<file path="src/rtl/rf_access_pkg.sv">
// Shared widths, writeback entry type and the newest-first forwarding search
// used by the register-file access unit.
package rf_access_pkg;

    localparam int unsigned DATA_WIDTH    = 32;
    localparam int unsigned REG_FILE_SIZE = 32;
    localparam int unsigned WB_FIFO_DEPTH = 4;
    localparam int unsigned RF_ADDR_WIDTH = $clog2(REG_FILE_SIZE);
    localparam int unsigned AW            = RF_ADDR_WIDTH;
    localparam int unsigned FIFO_PTR_W    = $clog2(WB_FIFO_DEPTH);
    localparam int unsigned FIFO_CNT_W    = FIFO_PTR_W + 1;

    typedef struct packed {
        logic [AW-1:0]         rd;
        logic [DATA_WIDTH-1:0] data;
    } wb_entry_t;

    typedef struct packed {
        logic                  hit;
        logic [DATA_WIDTH-1:0] data;
    } fwd_t;

    // Walks oldest to newest so the youngest matching entry wins.
    function automatic fwd_t fwd_select(
        input wb_entry_t                ents [WB_FIFO_DEPTH],
        input logic [WB_FIFO_DEPTH-1:0] vld,
        input logic [FIFO_PTR_W-1:0]    wr_ptr,
        input logic [AW-1:0]            rs
    );
        fwd_t                  res;
        logic [FIFO_PTR_W-1:0] idx;
        res = '0;
        for (int k = WB_FIFO_DEPTH; k >= 1; k--) begin
            idx = wr_ptr - FIFO_PTR_W'(k);
            if (vld[idx] && (ents[idx].rd == rs)) begin
                res.hit  = 1'b1;
                res.data = ents[idx].data;
            end
        end
        return res;
    endfunction

endpackage

</file>
<file path="src/rtl/rf_access_unit_if.sv">
// Bundle of the decode read port, the two writeback producers and the
// register-file port pair seen by the access unit.
interface rf_access_unit_if;
    import rf_access_pkg::*;

    logic                  rd_valid;
    logic                  rd_ready;
    logic [AW-1:0]         rd_rs1;
    logic [AW-1:0]         rd_rs2;
    logic                  rd_out_valid;
    logic [DATA_WIDTH-1:0] rd_op1;
    logic [DATA_WIDTH-1:0] rd_op2;

    logic                  wb0_valid;
    logic                  wb0_ready;
    logic [AW-1:0]         wb0_rd;
    logic [DATA_WIDTH-1:0] wb0_data;
    logic                  wb1_valid;
    logic                  wb1_ready;
    logic [AW-1:0]         wb1_rd;
    logic [DATA_WIDTH-1:0] wb1_data;

    logic [AW-1:0]         rf_raddr1;
    logic [AW-1:0]         rf_raddr2;
    logic [DATA_WIDTH-1:0] rf_rdata1;
    logic [DATA_WIDTH-1:0] rf_rdata2;
    logic                  rf_wen;
    logic [AW-1:0]         rf_waddr;
    logic [DATA_WIDTH-1:0] rf_wdata;

    modport slave (
        input  rd_valid, rd_rs1, rd_rs2,
        input  wb0_valid, wb0_rd, wb0_data, wb1_valid, wb1_rd, wb1_data,
        input  rf_rdata1, rf_rdata2,
        output rd_ready, rd_out_valid, rd_op1, rd_op2,
        output wb0_ready, wb1_ready,
        output rf_raddr1, rf_raddr2, rf_wen, rf_waddr, rf_wdata
    );

    modport master (
        output rd_valid, rd_rs1, rd_rs2,
        output wb0_valid, wb0_rd, wb0_data, wb1_valid, wb1_rd, wb1_data,
        output rf_rdata1, rf_rdata2,
        input  rd_ready, rd_out_valid, rd_op1, rd_op2,
        input  wb0_ready, wb1_ready,
        input  rf_raddr1, rf_raddr2, rf_wen, rf_waddr, rf_wdata
    );

endinterface

</file>
<file path="src/rtl/rf_wb_fifo.sv">
// Writeback buffer: small synchronous FIFO that also exposes every slot and
// a live mask so the read path can forward from in-flight writes.
module rf_wb_fifo
    import rf_access_pkg::*;
(
    input  logic                     clk,
    input  logic                     rst,
    input  logic                     i_push,
    input  wb_entry_t                i_push_entry,
    input  logic                     i_pop,
    output wb_entry_t                o_head_c,
    output wb_entry_t                o_entries [WB_FIFO_DEPTH],
    output logic [WB_FIFO_DEPTH-1:0] o_valid_mask_c,
    output logic [FIFO_PTR_W-1:0]    o_wr_ptr,
    output logic                     o_full_c,
    output logic                     o_empty_c
);

    logic [FIFO_PTR_W-1:0] r_wr_ptr;
    logic [FIFO_PTR_W-1:0] r_rd_ptr;
    logic [FIFO_CNT_W-1:0] r_count;
    wb_entry_t             r_mem [WB_FIFO_DEPTH];
    logic                  w_push;
    logic                  w_pop;

    assign o_full_c  = (r_count == FIFO_CNT_W'(WB_FIFO_DEPTH));
    assign o_empty_c = (r_count == '0);
    assign w_push    = i_push && !o_full_c;
    assign w_pop     = i_pop && !o_empty_c;

    always_ff @(posedge clk or posedge rst) begin
        if (rst) begin
            r_wr_ptr <= '0;
            r_rd_ptr <= '0;
            r_count  <= '0;
            for (int i = 0; i < WB_FIFO_DEPTH; i++) begin
                r_mem[i] <= '0;
            end
        end else begin
            if (w_push) begin
                r_mem[r_wr_ptr] <= i_push_entry;
                r_wr_ptr        <= r_wr_ptr + FIFO_PTR_W'(1);
            end
            if (w_pop) begin
                r_rd_ptr <= r_rd_ptr + FIFO_PTR_W'(1);
            end
            if (w_push && !w_pop) begin
                r_count <= r_count + FIFO_CNT_W'(1);
            end else if (!w_push && w_pop) begin
                r_count <= r_count - FIFO_CNT_W'(1);
            end
        end
    end

    // A slot is live when its distance from the read pointer is below the occupancy.
    always_comb begin
        o_valid_mask_c = '0;
        for (int i = 0; i < WB_FIFO_DEPTH; i++) begin
            o_valid_mask_c[i] = (FIFO_CNT_W'(FIFO_PTR_W'(i) - r_rd_ptr) < r_count);
        end
    end

    assign o_head_c  = r_mem[r_rd_ptr];
    assign o_entries = r_mem;
    assign o_wr_ptr  = r_wr_ptr;

endmodule

</file>
<file path="src/rtl/rf_access_unit.sv">
// Register-file access unit: arbitrates two writeback producers into a
// buffered single write port and serves two-stage forwarded operand reads.
module rf_access_unit
    import rf_access_pkg::*;
(
    input  logic             clk,
    input  logic             rst,
    rf_access_unit_if.slave  io_bus
);

    logic                     r_active;
    logic                     r_s1_valid;
    logic                     r_out_valid;
    logic [AW-1:0]            r_raddr1;
    logic [AW-1:0]            r_raddr2;
    logic [DATA_WIDTH-1:0]    r_op1;
    logic [DATA_WIDTH-1:0]    r_op2;
    logic                     r_wen;
    wb_entry_t                r_commit;

    logic                     w_full;
    logic                     w_empty;
    wb_entry_t                w_head;
    wb_entry_t                w_entries [WB_FIFO_DEPTH];
    logic [WB_FIFO_DEPTH-1:0] w_vld_mask;
    logic [FIFO_PTR_W-1:0]    w_wr_ptr;
    logic                     w_wb0_hs;
    logic                     w_wb1_hs;
    logic                     w_push;
    wb_entry_t                w_push_entry;
    fwd_t                     w_fwd1;
    fwd_t                     w_fwd2;
    logic [DATA_WIDTH-1:0]    w_op1_nxt;
    logic [DATA_WIDTH-1:0]    w_op2_nxt;

    // Buffered entries are younger than the write leaving the commit register, so they win.
    function automatic logic [DATA_WIDTH-1:0] pick_operand(
        input logic [AW-1:0]         rs,
        input logic [DATA_WIDTH-1:0] rdata,
        input fwd_t                  fwd,
        input logic                  wen,
        input wb_entry_t             commit
    );
        if (rs == '0)                     return '0;
        else if (fwd.hit)                 return fwd.data;
        else if (wen && commit.rd == rs)  return commit.data;
        else                              return rdata;
    endfunction

    assign io_bus.wb0_ready = r_active && !w_full;
    assign io_bus.wb1_ready = r_active && !w_full && !io_bus.wb0_valid;
    assign w_wb0_hs         = io_bus.wb0_valid && io_bus.wb0_ready;
    assign w_wb1_hs         = io_bus.wb1_valid && io_bus.wb1_ready;
    assign w_push_entry     = w_wb0_hs ? wb_entry_t'{io_bus.wb0_rd, io_bus.wb0_data}
                                       : wb_entry_t'{io_bus.wb1_rd, io_bus.wb1_data};
    assign w_push           = (w_wb0_hs || w_wb1_hs) && (w_push_entry.rd != '0);

    rf_wb_fifo u_wb_fifo (
        .clk            (clk),
        .rst            (rst),
        .i_push         (w_push),
        .i_push_entry   (w_push_entry),
        .i_pop          (!w_empty),
        .o_head_c       (w_head),
        .o_entries      (w_entries),
        .o_valid_mask_c (w_vld_mask),
        .o_wr_ptr       (w_wr_ptr),
        .o_full_c       (w_full),
        .o_empty_c      (w_empty)
    );

    always_comb begin
        w_fwd1    = fwd_select(w_entries, w_vld_mask, w_wr_ptr, r_raddr1);
        w_fwd2    = fwd_select(w_entries, w_vld_mask, w_wr_ptr, r_raddr2);
        w_op1_nxt = pick_operand(r_raddr1, io_bus.rf_rdata1, w_fwd1, r_wen, r_commit);
        w_op2_nxt = pick_operand(r_raddr2, io_bus.rf_rdata2, w_fwd2, r_wen, r_commit);
    end

    always_ff @(posedge clk or posedge rst) begin
        if (rst) begin
            r_active    <= 1'b0;
            r_s1_valid  <= 1'b0;
            r_out_valid <= 1'b0;
            r_raddr1    <= '0;
            r_raddr2    <= '0;
            r_op1       <= '0;
            r_op2       <= '0;
            r_wen       <= 1'b0;
            r_commit    <= '0;
        end else begin
            r_active    <= 1'b1;
            r_s1_valid  <= io_bus.rd_valid && r_active;
            r_out_valid <= r_s1_valid;
            if (io_bus.rd_valid && r_active) begin
                r_raddr1 <= io_bus.rd_rs1;
                r_raddr2 <= io_bus.rd_rs2;
            end
            if (r_s1_valid) begin
                r_op1 <= w_op1_nxt;
                r_op2 <= w_op2_nxt;
            end
            // Head moves into the commit register; address/data hold while idle.
            r_wen <= !w_empty;
            if (!w_empty) begin
                r_commit <= w_head;
            end
        end
    end

    assign io_bus.rd_ready     = r_active;
    assign io_bus.rd_out_valid = r_out_valid;
    assign io_bus.rd_op1       = r_op1;
    assign io_bus.rd_op2       = r_op2;
    assign io_bus.rf_raddr1    = r_raddr1;
    assign io_bus.rf_raddr2    = r_raddr2;
    assign io_bus.rf_wen       = r_wen;
    assign io_bus.rf_waddr     = r_commit.rd;
    assign io_bus.rf_wdata     = r_commit.data;

endmodule
</file>
<file path="src/flat_wrapper.sv">
// flat-port wrapper written by rule: the top's interface ports become plain ports
module rf_access_unit_flat import rf_access_pkg::*;
  (clk, rst, io_bus_rd_valid, io_bus_rd_rs1, io_bus_rd_rs2, io_bus_wb0_valid, io_bus_wb0_rd, io_bus_wb0_data, io_bus_wb1_valid, io_bus_wb1_rd, io_bus_wb1_data, io_bus_rf_rdata1, io_bus_rf_rdata2, io_bus_rd_ready, io_bus_rd_out_valid, io_bus_rd_op1, io_bus_rd_op2, io_bus_wb0_ready, io_bus_wb1_ready, io_bus_rf_raddr1, io_bus_rf_raddr2, io_bus_rf_wen, io_bus_rf_waddr, io_bus_rf_wdata);
  rf_access_unit_if io_bus_i ();
  input  logic clk;
  input  logic rst;
  input wire logic [$bits(io_bus_i.rd_valid)-1:0] io_bus_rd_valid;
  input wire logic [$bits(io_bus_i.rd_rs1)-1:0] io_bus_rd_rs1;
  input wire logic [$bits(io_bus_i.rd_rs2)-1:0] io_bus_rd_rs2;
  input wire logic [$bits(io_bus_i.wb0_valid)-1:0] io_bus_wb0_valid;
  input wire logic [$bits(io_bus_i.wb0_rd)-1:0] io_bus_wb0_rd;
  input wire logic [$bits(io_bus_i.wb0_data)-1:0] io_bus_wb0_data;
  input wire logic [$bits(io_bus_i.wb1_valid)-1:0] io_bus_wb1_valid;
  input wire logic [$bits(io_bus_i.wb1_rd)-1:0] io_bus_wb1_rd;
  input wire logic [$bits(io_bus_i.wb1_data)-1:0] io_bus_wb1_data;
  input wire logic [$bits(io_bus_i.rf_rdata1)-1:0] io_bus_rf_rdata1;
  input wire logic [$bits(io_bus_i.rf_rdata2)-1:0] io_bus_rf_rdata2;
  output wire logic [$bits(io_bus_i.rd_ready)-1:0] io_bus_rd_ready;
  output wire logic [$bits(io_bus_i.rd_out_valid)-1:0] io_bus_rd_out_valid;
  output wire logic [$bits(io_bus_i.rd_op1)-1:0] io_bus_rd_op1;
  output wire logic [$bits(io_bus_i.rd_op2)-1:0] io_bus_rd_op2;
  output wire logic [$bits(io_bus_i.wb0_ready)-1:0] io_bus_wb0_ready;
  output wire logic [$bits(io_bus_i.wb1_ready)-1:0] io_bus_wb1_ready;
  output wire logic [$bits(io_bus_i.rf_raddr1)-1:0] io_bus_rf_raddr1;
  output wire logic [$bits(io_bus_i.rf_raddr2)-1:0] io_bus_rf_raddr2;
  output wire logic [$bits(io_bus_i.rf_wen)-1:0] io_bus_rf_wen;
  output wire logic [$bits(io_bus_i.rf_waddr)-1:0] io_bus_rf_waddr;
  output wire logic [$bits(io_bus_i.rf_wdata)-1:0] io_bus_rf_wdata;
  assign io_bus_i.rd_valid = io_bus_rd_valid;
  assign io_bus_i.rd_rs1 = io_bus_rd_rs1;
  assign io_bus_i.rd_rs2 = io_bus_rd_rs2;
  assign io_bus_i.wb0_valid = io_bus_wb0_valid;
  assign io_bus_i.wb0_rd = io_bus_wb0_rd;
  assign io_bus_i.wb0_data = io_bus_wb0_data;
  assign io_bus_i.wb1_valid = io_bus_wb1_valid;
  assign io_bus_i.wb1_rd = io_bus_wb1_rd;
  assign io_bus_i.wb1_data = io_bus_wb1_data;
  assign io_bus_i.rf_rdata1 = io_bus_rf_rdata1;
  assign io_bus_i.rf_rdata2 = io_bus_rf_rdata2;
  assign io_bus_rd_ready = io_bus_i.rd_ready;
  assign io_bus_rd_out_valid = io_bus_i.rd_out_valid;
  assign io_bus_rd_op1 = io_bus_i.rd_op1;
  assign io_bus_rd_op2 = io_bus_i.rd_op2;
  assign io_bus_wb0_ready = io_bus_i.wb0_ready;
  assign io_bus_wb1_ready = io_bus_i.wb1_ready;
  assign io_bus_rf_raddr1 = io_bus_i.rf_raddr1;
  assign io_bus_rf_raddr2 = io_bus_i.rf_raddr2;
  assign io_bus_rf_wen = io_bus_i.rf_wen;
  assign io_bus_rf_waddr = io_bus_i.rf_waddr;
  assign io_bus_rf_wdata = io_bus_i.rf_wdata;
  rf_access_unit u_core (.clk(clk), .rst(rst), .io_bus(io_bus_i));
endmodule
</file>
<file path="config.mk">
export PLATFORM = sky130hd
export DESIGN_NAME = rf_access_unit_flat
export DESIGN_NICKNAME = d
export VERILOG_FILES = /design/src/rtl/rf_access_pkg.sv /design/src/rtl/rf_access_unit_if.sv /design/src/rtl/rf_wb_fifo.sv /design/src/rtl/rf_access_unit.sv /design/src/flat_wrapper.sv
export SDC_FILE = /design/constraint.sdc
export NUM_CORES = 1
export LEC_CHECK = 0
export ABC_AREA = 1
export BUFFER_PORTS_ARGS = -buffer_cell sky130_fd_sc_hd__buf_2
export CAP_MARGIN = 20
export CORE_MARGIN = 5
export CORE_UTILIZATION = 60
export CTS_CLUSTER_DIAMETER = 80
export DETAILED_ROUTE_END_ITERATION = 12
export PLACE_DENSITY_LB_ADDON = 0.1
export RECOVER_POWER = 25
export SLEW_MARGIN = 20
export SYNTH_ARGS = -nofsm -noshare
export SYNTH_HDL_FRONTEND = slang
export SYNTH_HIERARCHICAL = 1
export SYNTH_SLANG_ARGS = --single-unit
</file>
<file path="constraint.sdc">
create_clock -name clk -period 5.85 [get_ports clk]
set_input_delay 1.17 -clock clk [delete_from_list [all_inputs] [get_ports clk]]
set_output_delay 1.17 -clock clk [all_outputs]
set_load 0.01 [all_outputs]
</file>
### After elaboration in Yosys (flattened, before gate mapping)

Index checks and enable logic that the tools add are counted.

* register bits: 270
* word-level logic and storage cells: 135
* output and inout bits: 116

* multiplexer cells: 43
* reduce and logical (&&, ||, !) cells: 30
* equal/unequal tests: 11
* bitwise logic cells: 5
* $add $sub $neg: 11
* order comparisons: 14

Operator list (number)
* $mux 37: 12
* $bmux 37 s2: 5
* $mux 33: 8
* $mux 32: 6
* $bwmux 148: 1
* $demux 37 s2: 1
* $eq 5x5->1: 10
* $logic_and 1x1->1: 20
* $ge 3x3->1 const B: 5
* $not 2->3: 5
* $lt 2x3->1 const B: 4
* $lt 3x3->1: 4
* $logic_not 5->1: 2
* $bmux 1 s2: 4
* $mux 3: 2
* $sub 1x2->3 const A: 2
* $sub 2x2->3 const A: 2
* $reduce_bool 5->1: 1
* $add 2x1->2 const B: 2
* $logic_not 1->1: 4
* $mux 1: 4
* $sub 2x2->2 const B: 2
* $add 3x1->3 const B: 1
* $eq 3x3->1 const B: 1
* 6 further kinds: 6

### Logic depth before layout (Yosys ltp)

Gate-level depths: netlist (run 1).

* depth after elaboration: 12
* mapped depth: 26
* depth with buffers taken out: 22

### Hierarchy

Netlist (run 1), hierarchy kept.

By module, submodules not included
* rf_access_unit: cells each 2571, times used 1, seq. area each 2877.8 µm², area each 13710.6 µm²
* rf_wb_fifo: cells each 984, times used 1, seq. area each 3878.7 µm², area each 7855.0 µm²

### Worst setup path after synthesis (run 1)

No wires, ideal clock.

* kind: register -> register
* start point: register u_core.u_wb_fifo.r_count[0]
* end point: register u_core.u_wb_fifo.r_count[2]
* cell stages (with the launch flop): 26
* buffers on the path: 5
* clock period less this slack: 3.419 ns
* data required time: 5.733 ns
* arrival: 3.302 ns
* slack: 2.431 ns
* cell sequence: dfrtp_1 > nor2_1 > nand2_2 > buf_2 > buf_2 > inv_1 > inv_1 > nand2_1 > inv_1 > nand2_1 > clkbuf_1 > nand2_1 > nand2_1 > nor4_1 > a21oi_1 > buf_4 > buf_2 > nand2_1 > inv_1 > ha_1 > inv_1 > fa_1 > nand2_1 > nand3_1 > nand2_1 > nand2_1

RTL lines
* start, declared: line rf_wb_fifo.sv:21 `logic [FIFO_CNT_W-1:0] r_count;`
* start signal, assigned: line rf_wb_fifo.sv:48 `r_count <= r_count + FIFO_CNT_W'(1);`
* start signal, assigned: line rf_wb_fifo.sv:50 `r_count <= r_count - FIFO_CNT_W'(1);`

### Worst setup path after layout (run 1)

* start point: register u_core.u_wb_fifo.r_count[0]
* end point: register u_core.u_wb_fifo.r_mem, in the netlist u_core/u_wb_fifo/o_entries[77]

* longest elaborated chain between the ends: 8

RTL lines
* $eq 3x3->1 (*): line rf_wb_fifo.sv:26 `assign o_full_c = (r_count == FIFO_CNT_W'(WB_FIFO_DEPTH));`
* net u_core.w_full: line rf_access_unit.sv:21 `logic w_full;`
* $logic_not 1->1 (*): line rf_access_unit.sv:50, rf_access_unit.sv:51
* $logic_and 1x1->1 (*): line rf_access_unit.sv:50, rf_access_unit.sv:51
* $logic_and 1x1->1 (on tied branches): line rf_access_unit.sv:52, rf_access_unit.sv:51
* $mux 37 / $logic_and 1x1->1 (equally long branches): line rf_access_unit.sv:54, rf_access_unit.sv:53
* $reduce_bool 5->1 / $logic_or 1x1->1 (equally long branches): line rf_access_unit.sv:56 `assign w_push = (w_wb0_hs || w_wb1_hs) && (w_push_entry.rd != '0);`
* $logic_and 1x1->1 (*): line rf_access_unit.sv:56
* net u_core.w_push: line rf_access_unit.sv:29 `logic w_push;`
* $logic_and 1x1->1 (*): line rf_wb_fifo.sv:28 `assign w_push = i_push && !o_full_c;`
* end signal, assigned by index: line rf_wb_fifo.sv:41 `r_mem[r_wr_ptr] <= i_push_entry;`
* end, declared: line rf_wb_fifo.sv:22 `wb_entry_t r_mem [WB_FIFO_DEPTH];`

The timed path passes the listed nets; every way through them passes the cells marked *.
A chain may end at the register's enable or synchronous reset.

==> metrics.txt, run 1 <==
status=finished with violations; failing checks=max-capacitance violations, max-slew violations; dominant cell type by area after synthesis=dfrtp_1; initial antenna violation count=0; synth cell count leaders=nand2_1, o21ai_0, nor2_1; most numerous cell in the Yosys netlist=nand2_1; CP Max Fanout=151; Crit path top cell by count=nand2_1; DRT met1 WL=33400 um; Routed Antenna Nets=0; worst r2r src=u_core/u_wb_fifo/r_count[0]; vias in the first global route=20700; Vias/cell=5.83; Critical Path Source Type=register; GRT Residual Overflow=0; Port Buffers=268; Routed met2 length=27100 um; total die area=39800 um^2; top layer in use=met4; fin crit share=73.0%; Synth top area share=31.3%; Max Clk Rate=234 MHz; CTS clock-pin slew for the worst setup and hold paths=60 ps; final hold viol count=0; Largest delay share family, worst path=simple AND/OR/NAND/NOR gates; Total GRT Usage=35.9%; Nets=3795; Critical Path AT=4710 ps; worst rel slew slack=-99.8%; synthesis warning total=6; share of cells above drive strength 1=10.8%; slowest CP cell=nand3_4; routed vias=24000; CTS Sinks=270; core area=35600 um^2; Area contributors post-synth=dfrtp_1, nand2_1, o21ai_0; syn nets=3723; DR WL/cell=18.0 um; Distinct cells, synth=44; CTS max path bufs=3; Post-synth EDFFs=0; Worst Setup SP=u_core/u_wb_fifo/r_count[0]; clock latency on the worst-skew pair=580 ps; Resize count post-CTS=0; drt initial violations=3040; mapped cell area=21600 um^2; hold_sp=u_core/io_bus.rd_op2[31]; io pins=269; Cells after Synth=3555; met3 routed WL=12600 um; R2R depth=16; die height=200 um; die width=200 um; CP Buf/Inv Count=6; P&R area growth vs syn=9.03%; Hold Buf Count CTS=0; setup bufs post-CTS=0; fin crit period=4270 ps; Final setup violation count=0; Least-Margin Pin Slew=2980 ps; clock root buffer=clkbuf_16; ys async rst share=100%; CP Depth=16; CTS tree=built; Pwr Density=653 nW/um^2; global-route wire length before repair=116000 um; Total Neg Setup Slack=0 ps; HPWL after DPL=53600 um; flops & latches, synth=270; Initial Utilization=60.6%; Non-Filler Instances=4109; Worst Hold Path Cells=2; largest net degree at the start of global routing=152; Placer Congestion=0.976; Worst Path Required=6300 ps; DRT Wirelength=74000 um; CTS buffer count=29; Max Cap Violations=1; Crit Path Category=register to register; Worst IR Drop VDD=0.000613 V; Worst Skew=19.1 ps; Residual DRC=0; worst min-delay path class=register to register; H-tree depth=1; ys flop type=dfrtp_1; sequential share of the synthesized area=31.3%; crit path cell chain=nor2_1, nand2_4, inv_1, inv_1, nand2_1, inv_1, nand2_1, buf_4, inv_2, or2_2, o21ai_0, a21oi_4, buf_12, nand3_4, nand2_1, nand2_1; Lkg Pwr=0.0128 uW; Worst path max stage delay=490 ps; ant diodes=0; # rows=69; Mean Syn Cell Area=6.07 um^2; RSZ-0062 raised after global routing=false; Final Max Tran Viols=66; Worst Setup End Kind=register; Detailed Routing Iterations Pass 1=6; placed cells=4057
[path summary, 6_finish.rpt]
check                                                      end  slack [ps]
worst max-delay path            u_core/u_wb_fifo/o_entries[77]        1580
worst min-delay path                  u_core/io_bus.rd_op2[31]         470
max in group asynchronous             u_core/io_bus.rd_op1[23]        2530
min in group asynchronous         u_core/u_wb_fifo/r_rd_ptr[0]         880
worst max register to register  u_core/u_wb_fifo/o_entries[77]        1580
worst min register to register        u_core/io_bus.rd_op2[31]         470
[worst reg2reg max path, cell delays in order (launching register included)]
cell     delay, ps
dfrtp_1        450
nor2_1         130
nand2_4        470
inv_1          100
inv_1           70
nand2_1         60
inv_1          100
nand2_1         50
buf_4          230
inv_2          450
or2_2          210
o21ai_0        180
a21oi_4        270
buf_12         470
nand3_4        590
nand2_1        250
nand2_1         80
[registers in the layout, indices dropped and copies added (netlist names)]
name and flops:
u_core/io_bus.rf_raddr1 5, u_core/u_wb_fifo/r_count 3, u_core/io_bus.rf_wen 1, u_core/u_wb_fifo/o_wr_ptr 2
u_core/io_bus.rd_out_valid 1, u_core/io_bus.rd_ready 1, u_core/io_bus.rf_raddr2 5, u_core/io_bus.rf_wdata 32
u_core/r_s1_valid 1, u_core/u_wb_fifo/r_rd_ptr 2, u_core/io_bus.rd_op2 32, u_core/u_wb_fifo/o_entries 148
u_core/io_bus.rd_op1 32, u_core/io_bus.rf_waddr 5
[layout make-up]
type                    count  area [um^2]
multi-input cells        2747        12500
fillers                  3298        12100
flip-flops and latches    270         6760
repair buffers            302         1620
inverters                 277         1050
clock buffers              44          882
well taps                 461          577
clock inverters             8          105
[cells by family (layout without fill, tap and decap cells)]
logic type	count (synthesis)	count (layout)	synth area share, %
flops	270	270	31.3
fa+ha+maj	15	15	0.905
xor+xnor	7	7	0.284
other cells	1	1	0.0174
buf+inv	538	631	10.8
simple gates	2142	2142	41.5
compound gates	549	549	13.6
mux	33	33	1.53
[routing by layer]
layer	GRT usage, %	vias up
met3	15.1	74
met2	44.3	1489
met1	58.3	10900
met5	0	-
met4	5.01	0
li1	-	11500
[layout by cell type (no fill, tap or decap), types with 2 or more instances in the layout]
| cell type | n |
|---|---|
| clkbuf_1 | 6 |
| nor2_2 | 6 |
| or2_1 | 16 |
| dfrtp_1 | 267 |
| ha_1 | 14 |
| clkbuf_8 | 10 |
| nand4_1 | 211 |
| o22ai_1 | 5 |
| inv_2 | 7 |
| clkinv_2 | 4 |
| nand2_4 | 2 |
| nor3_1 | 2 |
| mux2i_1 | 33 |
| a21oi_1 | 103 |
| nand2_1 | 1415 |
| or2_0 | 10 |
| clkbuf_16 | 29 |
| bufinv_16 | 2 |
| o21a_1 | 64 |
| nand3_4 | 5 |
| nor2_1 | 328 |
| inv_1 | 266 |
| xor2_1 | 6 |
| o21ai_0 | 340 |
| buf_2 | 267 |
| nand2_2 | 4 |
| or2_2 | 7 |
| buf_4 | 31 |
| nand3_2 | 6 |
| o21ai_1 | 32 |
| nand3_1 | 126 |
| dfrtp_2 | 2 |
[where the power goes]
group          leakage [uW]  internal (uW)  switching (uW)
clock              0.000491           1120             770
combinational       0.00889           2760            6910
sequential          0.00338           2710            1090
total                0.0128           6590            8770
[per-stage QoR]
stage	util [%]	setup WS (ps)	power (uW)	hold slack, ps	area [um^2]
2_1_floorplan	-	502	10200	412	21600
3_3_place_gp	63.2	1820	12700	434	22500
3_5_place_dp	63.3	1650	13000	449	22500
4_1_cts	66.1	1610	14900	465	23500
5_1_grt	66.1	1270	16500	499	23500
6_report	66.1	1580	15400	474	23500
Power figures use the tool's default switching activity.
==> inputs of run 2 (changes only) <==
- CORE_UTILIZATION: 60 -> 54
- clock period: 5.85 -> 3.6 ns (I/O delays scaled with it)
==> run 2 against run 1 <==
The flow finishes with violations (max-capacitance violations). Combinational power grew 69%. Clock power grew 50%. Sequential share of layout area fell by 0.33 points. Non-clock buffer count increased by 23. Cell count up 2.2%. First-iteration DRC count up 6.5%. Total power is 64% higher. Worst hold slack worse by 81 ps. Critical path depth increased by 3. Sequential cell count did not move. Clock-buffer cell count fell by 1. Highest routed layer is now met5.
==> metrics.txt, run 2 (synthesized netlist as in run 1, its figures left out) <==
status=finished with violations (unchanged); io pins=269 (unchanged); commonest non-fill, non-tap cell in the layout=nand2_1 (unchanged); CTS tree=built (unchanged); fin crit period=3360 ps (was 4270 ps); Port Buffers=268 (unchanged); largest net degree at the start of global routing=247 (was 152); share of cells above drive strength 1=11.4% (was 10.8%); Non-Filler Instances=4198 (was 4109); die width=210 um (was 200 um); initial antenna violation count=2 (was 0); failing checks=max-capacitance violations (was max-capacitance violations, max-slew violations); Worst Path Required=4030 ps (was 6300 ps); Final setup violation count=0 (unchanged); Least-Margin Pin Slew=1480 ps (was 2980 ps); CP Max Fanout=11 (was 151); M2 GR Usage=40.9% (was 44.3%); Crit Path Category=register to register (unchanged); hold_ws=393 ps (was 474 ps); # rows=73 (was 69); Total Neg Setup Slack=0 ps (unchanged); Worst IR Drop VDD=0.000675 V (was 0.000613 V); final core occ=60.0% (was 66.1%); Max Clk Rate=297 MHz (was 234 MHz); Worst Skew=30.9 ps (was 19.1 ps); DR WL/cell=18.6 um (was 18.0 um); CTS clock-pin slew for the worst setup and hold paths=60 ps (about the same); H-tree depth=1 (unchanged); commonest cells after routing, fill and taps aside=nand2_1, o21ai_0, nor2_1 (unchanged); Fill cells=3872 (was 3298); Pwr Density=1060 nW/um^2 (was 653 nW/um^2); core area=39600 um^2 (was 35600 um^2); RSZ-0062 raised after global routing=false (unchanged); clock root buffer=clkbuf_16 (unchanged); Residual DRC=0 (unchanged); Total GRT Usage=33.2% (was 35.9%); Largest register FFs=148 (unchanged); CTS max path bufs=3 (unchanged); total die area=44000 um^2 (was 39800 um^2); CTS Sinks=270 (unchanged); drt initial violations=3239 (was 3040); Worst Setup End Kind=register (unchanged); die height=210 um (was 200 um); Max Cap Violations=1 (unchanged); Most Crowded Layer GR=met1 (unchanged); Detailed Routing Iterations Pass 1=6 (unchanged); Routed Antenna Nets=0 (unchanged); CTS buffer count=29 (unchanged); GRT Residual Overflow=0 (unchanged); GR Layer Usage met3=9.00% (was 15.1%); clock latency on the worst-skew pair=560 ps (was 580 ps); global-route wire length before repair=119000 um (was 116000 um); Placer Congestion=0.940 (was 0.976); DRT Wirelength=78100 um (was 74000 um); ant diodes=0 (unchanged); Final Max Tran Viols=0 (was 66); final hold viol count=0 (unchanged); placed cells=4142 (was 4057); Lkg Pwr=0.0128 uW (about the same); Power Total=25200 uW (was 15400 uW); fin crit share=93.4% (was 73.0%); worst min-delay path class=input port to register (was register to register); Nets=3823 (was 3795); Critical Path AT=3790 ps (was 4710 ps); met1 Use GR=57.5% (was 58.3%); HPWL after DPL=56300 um (was 53600 um); vias in the first global route=20300 (was 20700); R2R depth=19 (was 16); Hold Buf Count CTS=0 (unchanged); Worst Hold Path Cells=3 (was 2); worst rel slew slack=0.634% (was -99.8%); Vias/cell=5.75 (was 5.83); Initial Utilization=54.4% (was 60.6%); P&R area growth vs syn=10.3% (was 9.03%); Critical Path Source Type=register (unchanged); routed vias=24200 (was 24000)
## run 2: changes by cell type in the layout (fill, tap and decap cells not counted), sizes merged
cell / delta
buf: +19
bufinv: -2
clkbuf: +3
clkinv: -1
clkinvlp: +2
inv: -1
nand3: +1
nor2: +4
## run 2: worst paths after layout
path / start / to / slack [ps]
max in group asynchronous: rst / u_core/u_wb_fifo/o_entries[126] / 1160
worst min-delay path: io_bus_rd_rs1[0] / u_core/io_bus.rf_raddr1[0] / 390
worst max register to register: u_core/u_wb_fifo/r_rd_ptr[0] / u_core/io_bus.rd_op2[2] / 240
worst min register to register: u_core/io_bus.rd_op2[1] / u_core/io_bus.rd_op2[1] / 470
worst max-delay path: u_core/u_wb_fifo/r_rd_ptr[0] / u_core/io_bus.rd_op2[2] / 240
min in group asynchronous: rst / u_core/io_bus.rd_ready / 480
## run 2: what timing repair did
item / CTS / global route
gates resized for setup: 0 / 8
setup endpoints to repair: 0 / 93
setup buffers: 0 / 2
## run 2: cell type report
cell class / count / area, um^2 / area share (%)
sequential: 270 / 6760 / 28.4
multi-input combinational: 2752 / 12600 / 52.9
clock inverter: 6 / 40.0 / 0.168
timing repair buffer: 325 / 1850 / 7.76
clock buffer: 43 / 858 / 3.61
tap: 525 / 657 / 2.76
inverter: 277 / 1050 / 4.40
## run 2: critical path, cell delays in order, from the launching register on
cell and delay, ps:
dfrtp_2 400, inv_2 50, ha_1 300, inv_1 60
ha_1 270, nand2_1 50, nand2_1 60, a21oi_1 100
nand2_1 110, nand2_1 50, nand2_1 50, nand2_1 120
o21ai_1 110, nor2_1 70, nand3_2 80, nand3_1 310
nor2_2 690, a21oi_1 130, nand2_1 140, nand2_1 50
## run 2: per-stage QoR
step | setup slack (ps) | instance area [um^2]
2_1_floorplan | 181 | 21600
3_3_place_gp | 226 | 22800
3_5_place_dp | 117 | 22800
4_1_cts | 61.1 | 23700
5_1_grt | 30.7 | 23800
6_report | 238 | 23800
## run 2: per-layer routing
metal	wire, um	share of wire (%)	up-vias
met4	668	0.86	2
met3	11800	15	58
li1	-	-	11600
met2	29000	37	1414
met1	36600	47	11100
met5	13	0.017	-
## run 2: report_power, final
part | leakage [uW] | switching (uW) | internal [uW]
Sequential | 0.00338 | 1700 | 4400
Clock | 0.000443 | 1190 | 1630
Combinational | 0.00902 | 11600 | 4690
Total | 0.0128 | 14500 | 10700
